### src/rtl/imem_arbiter.sv
// Arbitrates the single-port instruction memory between IF fetch and the program loader.
// The loader has priority, bounded by a starvation counter, and can lock the memory for whole-image writes.
module imem_arbiter #(
  parameter int unsigned AW         = 16,
  parameter int unsigned DW         = 16,
  parameter int unsigned STARVE_MAX = 4
) (
  input  logic          clk,
  input  logic          rst,
  input  logic          f_req,
  input  logic [AW-1:0] f_addr,
  output logic          f_gnt,
  output logic          f_rvalid,
  output logic [DW-1:0] f_rdata,
  output logic          cpu_hold,
  input  logic          l_valid,
  input  logic [AW-1:0] l_addr,
  input  logic [DW-1:0] l_wdata,
  output logic          l_ready,
  input  logic          l_lock,
  output logic          l_locked,
  output logic          mem_en,
  output logic          mem_we,
  output logic [AW-1:0] mem_addr,
  output logic [DW-1:0] mem_wdata,
  input  logic [DW-1:0] mem_rdata
);

  localparam int unsigned CW = 4;

  typedef enum logic {
    RUN  = 1'b0,
    LOCK = 1'b1
  } state_e;

  state_e          state_q, state_d;
  logic [CW-1:0]   starve_q, starve_d;
  logic            f_rvalid_q, f_rvalid_d;

  always_ff @(posedge clk) begin
    if (rst) begin
      state_q    <= RUN;
      starve_q   <= '0;
      f_rvalid_q <= 1'b0;
    end else begin
      state_q    <= state_d;
      starve_q   <= starve_d;
      f_rvalid_q <= f_rvalid_d;
    end
  end

  // Grant selection, starvation tracking and lock transitions.
  always_comb begin
    state_d  = state_q;
    starve_d = starve_q;
    l_ready  = 1'b0;
    f_gnt    = 1'b0;
    if (!rst) begin
      case (state_q)
        RUN: begin
          if (l_valid && (!f_req || (starve_q < CW'(STARVE_MAX)))) begin
            l_ready = 1'b1;
          end else if (f_req) begin
            f_gnt = 1'b1;
          end
          if (f_gnt || !f_req) begin
            starve_d = '0;
          end else if (l_ready && (starve_q < CW'(STARVE_MAX))) begin
            starve_d = starve_q + CW'(1);
          end
          if (l_lock) begin
            state_d = LOCK;
          end
        end
        LOCK: begin
          l_ready  = l_valid;
          starve_d = '0;
          if (!l_lock && !l_valid) begin
            state_d = RUN;
          end
        end
        default: begin
          state_d  = RUN;
          starve_d = '0;
        end
      endcase
    end
    f_rvalid_d = f_gnt;
  end

  // Memory port mux; the write beat wins because grants are exclusive.
  always_comb begin
    mem_en    = 1'b0;
    mem_we    = 1'b0;
    mem_addr  = '0;
    mem_wdata = '0;
    if (l_ready) begin
      mem_en    = 1'b1;
      mem_we    = 1'b1;
      mem_addr  = l_addr;
      mem_wdata = l_wdata;
    end else if (f_gnt) begin
      mem_en   = 1'b1;
      mem_addr = f_addr;
    end
  end

  assign cpu_hold = f_req & ~f_gnt;
  assign f_rvalid = f_rvalid_q;
  assign f_rdata  = mem_rdata;
  assign l_locked = (state_q == LOCK);

endmodule

### config.mk
export PLATFORM = sky130hd
export DESIGN_NAME = imem_arbiter
export DESIGN_NICKNAME = d
export VERILOG_FILES = /design/src/rtl/imem_arbiter.sv
export SDC_FILE = /design/constraint.sdc
export NUM_CORES = 1
export LEC_CHECK = 0
export CORE_UTILIZATION = 20
export DETAILED_ROUTE_END_ITERATION = 6
export GPL_TIMING_DRIVEN = 0
export MAX_ROUTING_LAYER = met4
export PLACE_DENSITY = 0.8
export SETUP_SLACK_MARGIN = 0.4
export SLEW_MARGIN = 20
export SYNTH_ARGS = -nofsm -noshare
export SYNTH_HDL_FRONTEND = slang
export SYNTH_SLANG_ARGS = --single-unit
### constraint.sdc
create_clock -name clk -period 2 [get_ports clk]
set_clock_uncertainty 0.2 [all_clocks]
set_input_delay 0.4 -clock clk [delete_from_list [all_inputs] [get_ports clk]]
set_output_delay 0.4 -clock clk [all_outputs]
set_load 0.01 [all_outputs]
==> Word-level counts from Yosys, hierarchy flattened <==
Index checks and enable logic that the tools add are counted.
{ "totals": {"output_inout_bits": 55, "in_bits": 69, "register_bits": 6, "elab_cells": 40} }
{ "classes": {"bitwise": 3, "mux": 23, "eq_ne": 1, "n_reduce_logical": 8, "magnitude_cmp": 1, "addsub": 1} }
{ "op_table": {"columns": ["operator", "n"], "rows": [
  ["16-bit two-way mux", 3],
  ["1-bit two-way mux", 15],
  ["4-bit two-way mux", 2],
  ["4-bit one-hot mux with 2 select lines", 1],
  ["4-bit by 1-bit adder with 4-bit output (second input constant)", 1],
  ["4-bit by 3-bit less-than comparator with 1-bit output (second input constant)", 1],
  ["1-bit one-hot mux with 2 select lines", 2],
  ["1-bit logical AND", 3],
  ["1-bit zero test", 3],
  ["3-bit inequality test (second input constant)", 1],
  ["1-bit logical OR", 2],
  ["1-bit NOT", 2],
  ["1-bit bitwise AND", 1]
]} }

==> Depth between registers and ports, before layout <==
{ "logic_depth": {"ltp_word": 10, "depth_mapped": 4, "depth_no_buf": 3} }

==> Least setup slack after synthesis <==
Ideal clock, no wire load.
{ "synth_timing": {"path_type": "register to output", "startpoint": "register state_q, in the netlist l_locked", "endpoint": "output port mem_addr[10]", "required_ns": 1.400, "arrival_ns": 1.220, "path_slack_ns": 0.180, "path_stages_with_launch": 5, "n_path_buf": 1, "cell_sequence": "dfxtp_1 -> nand2b_4 -> a211oi_4 -> buf_6 -> a22o_1"} }
{ "synth_via": {"elab_chain_len": 4, "elab_cells_between_ends": 7, "cone_classes": "mux: 6; bitwise: 1"} }
{ "synth_rtl": {"columns": ["item", "line_no", "rtl"], "rows": [
  ["start, declared", "36", "state_e state_q, state_d;"],
  ["start signal, assigned", "46", "state_q <= state_d;"],
  ["1-bit two-way mux", "59", "case (state_q)"],
  ["1-bit two-way mux", "58", "if (!rst) begin"],
  ["net f_gnt", "12", "output logic f_gnt,"],
  ["16-bit two-way mux", "102", "end else if (f_gnt) begin"],
  ["16-bit two-way mux", "97", "if (l_ready) begin"],
  ["end, declared", "24", "output logic [AW-1:0] mem_addr,"]
]} }
The timed path passes the listed nets, and every way through them passes these cells.

==> Worst setup path in the final report <==
{ "layout_timing": {"startpoint": "register starve_q[2]", "endpoint": "output port mem_addr[11]"} }
{ "layout_via": {"elab_chain_len": 10, "elab_cells_between_ends": 15, "cone_classes": "order compare: 1; mux: 12; reduce/logical: 2"} }
{ "layout_rtl": {"columns": ["item", "line_no", "rtl"], "rows": [
  ["start, declared", "37", "logic [CW-1:0] starve_q, starve_d;"],
  ["start signal, assigned", "47", "starve_q <= starve_d;"],
  ["4-bit by 3-bit less-than comparator with 1-bit output *", "61", "if (l_valid && (!f_req || (starve_q < CW'(STARVE_MAX)))) begin"],
  ["1-bit logical OR *", "61", null],
  ["1-bit logical AND *", "61", null],
  ["1-bit two-way mux", "61", null],
  ["1-bit two-way mux", "59", null],
  ["1-bit two-way mux", "58", null],
  ["1-bit two-way mux", "59", null],
  ["1-bit two-way mux", "58", null],
  ["16-bit two-way mux", "102", null],
  ["16-bit two-way mux *", "97", null]
]} }
Every way passes the cells marked *; elsewhere a longest branch is shown, timed or not. The select of a mux whose other input is x is not followed.

==> impl_metrics.py <==
metrics = {
    "outcome": {
        "status": "complete, but fails checks",
        "failed_checks": "negative setup slack",
    },
    "final_layout": {
        "fin_util_pct": 70.2,
        "final_nets": 285,
        "instances_no_fill": 257,
        "final_common_cell": "clkdlybuf4s50_1",
        "n_antenna_cell": 0,
        "fillers": 234,
        "final_cell_mix": "clkdlybuf4s50_1, buf_6, buf_4",
        "drive_gt1_share_pct": 54.5,
        "syn2layout_area_growth_pct": 232,
    },
    "global_route": {
        "grt_antenna_before_repair": 0,
        "grt_max_degree": 11,
        "grt-ovfl-total": 0,
        "grt_pass1_wl_um": 5190,
        "first_global_vias": 1109,
        "grt_usage_pct": 20.5,
    },
    "routing": {
        "drtIter0Drc": 38,
        "dr.pass1.iters": 4,
        "antenna_left": 0,
        "vias_per_cell": 4.32,
        "via_count": 1111,
        "routedWlPerCell_um": 15.6,
        "drc_errors": 0,
        "wirelength_um": 4000,
    },
    "power_and_ir_drop": {
        "power_mw": 0.654,
        "vdd_drop_max_uv": 214,
        "power_density_nw_per_um2": 303,
        "leakage_nw": 1.14,
    },
    "synthesis": {
        "ys_types": 22,
        "ys_ff_latch": 6,
        "synthesis.area_um2": 651,
        "syn_area_per_cell_um2": 8.56,
        "yosys_warnings": 0,
        "synth_edf_count": 0,
        "syn-num-nets": 146,
        "async_flop_share_pct": 0,
        "synth-main-ff-cell": "dfxtp_1",
        "ys_seq_area_share_pct": 18.5,
        "syn-instance-count": 76,
    },
    "placement": {
        "gp_congestion": 0.666,
        "placed_cells": 227,
        "io_buffers": 107,
        "hpwl_um": 2580,
    },
    "sta": {
        "worst_slack_ps": -221,
        "min_period_ps": 2220,
        "setup_viol": 33,
        "period_share_pct": 111,
        "clock.fmax_mhz": 450,
        "slew_violations": 0,
        "finalHoldViolCount": 0,
        "rsz0062_at_grt": "yes",
    },
    "cts": {
        "cts_buffer_depth": 2,
        "htreeDepth": 1,
        "insertion_delay_ps": 240,
        "cts_buffers": 3,
        "hold_buffers": 0,
        "cts_num_sinks": 6,
        "clockRootBuffer": "clkbuf_4",
        "cts.clk_slew.worst_paths_ps": 50,
        "cts_tree": "built",
    },
    "setup_path": {
        "r2r-end": "starve_q[2]",
        "cp_common_cell": "buf_6",
        "cp-end-kind": "primary output",
        "critPathRequiredTime_ps": 1400,
        "critPathLaunch": "starve_q[2]",
        "path_delay_family": "compound AO/OA/AOI/OAI gates",
        "reg2reg_slack_ps": 710,
        "cp-start-kind": "flip-flop",
        "timing.rr.start": "l_locked",
        "worst-path-buf-inv": 4,
        "cpPeakStageDelay_ps": 380,
        "crit_chain": "nor2_4 > a211oi_4 > buf_6 > buf_6 > buf_6 > a22o_1 > buf_2",
        "crit_slowest_cell": "a211oi_4",
        "setup.worst_path.end": "mem_addr[11]",
        "arrival_ps": 1620,
        "path_class": "flip-flop to primary output",
        "rr_worst_depth": 4,
        "worstPathMaxFanout": 4,
        "cp_num_cells": 7,
    },
    "run": {
        "cap_violations": 0,
    },
    "die": {
        "die_x_um": 59.0,
        "die_h_um": 59.0,
        "die-area_um2": 3490,
        "top_level_ports": 124,
        "rows": 20,
        "initial_core_util_pct": 21.1,
        "core_area_um2": 3080,
    },
    "worst_hold_path": {
        "min-delay-path-class": "flip-flop to flip-flop",
    },
}
[registers in the layout, indices dropped and copies added, names as in the netlist]
signal and cells:
starve_q 4, f_rvalid 1, l_locked 1
[Yosys cell counts (3+ instances only)]
cell type / number / share of area (%)
and2_1: 16 / 15
nor2b_1: 3 / 2.9
buf_4: 18 / 21
a22o_1: 16 / 22
dfxtp_1: 6 / 18
[stage by stage]
stage                     setup TNS, ps  hold slack [ps]  instance area (µm²)  setup WS (ps)
after floorplan                       0              204                  669            251
after CTS                         -4810              232                 2030           -264
final                             -3840              231                 2160           -221
after global routing              -5490              232                 2160           -282
after detailed placement         -31390              225                 1800           -933
after global placement           -29900              213                 1800           -883
[power by group]
part	switching, mW	leakage (nW)	internal [mW]
Clock	0.0435	0.0138	0.0679
Combinational	0.137	1.08	0.280
Sequential	0.00254	0.0503	0.123
[repair_timing]
item,4_1_cts,5_1_grt
endpoints found under the setup margin,42,51
setup buffers,22,2
pin swaps,23,13
endpoints found under the hold margin,0,0
resized for setup,209,36
cloned,3,0
[worst min-delay path by stage]
| stage | start | slack (ps) | depth (start not counted) | to |
|---|---|---|---|---|
| 3_5_place_dp | starve_q[0] | 230 | 1 | starve_q[0] |
| 4_1_cts | starve_q[0] | 230 | 1 | starve_q[0] |
| 6_report | starve_q[0] | 230 | 1 | starve_q[0] |
| 3_3_place_gp | starve_q[0] | 210 | 1 | starve_q[0] |
| 5_1_grt | l_valid | 230 | 2 | f_rvalid |
| 2_1_floorplan | starve_q[0] | 200 | 1 | starve_q[0] |
[routing by layer]
layer / share of wire (%) / track usage, % / vias up / routed length (µm)
li1: - / - / 527 / -
met1: 34 / 21.2 / 519 / 1370
met2: 56 / 37.7 / 59 / 2240
met3: 8.3 / 4.15 / 6 / 332
met4: 1.3 / 8.16 / 0 / 53
met5: 0 / - / - / 0
[logic make-up after synthesis]
family / Yosys count / synth area share [%]
AOI/OAI and AO/OA: 20 / 27.9
adders and majority gates: 1 / 1.92
buffers and inverters: 21 / 24.0
DFF: 6 / 18.5
other: 1 / 0.576
and+or+nand+nor: 27 / 27.1
[cell type report]
class / count / area (µm²) / share of cell area, %
timing repair buffer: 134 / 1340 / 61.9
multi-input combinational: 49 / 435 / 20.2
buffer: 21 / 184 / 8.52
sequential: 6 / 126 / 5.85
tap: 44 / 55.1 / 2.55
clock buffer: 3 / 22.5 / 1.04
Power figures use the tool's default switching activity.
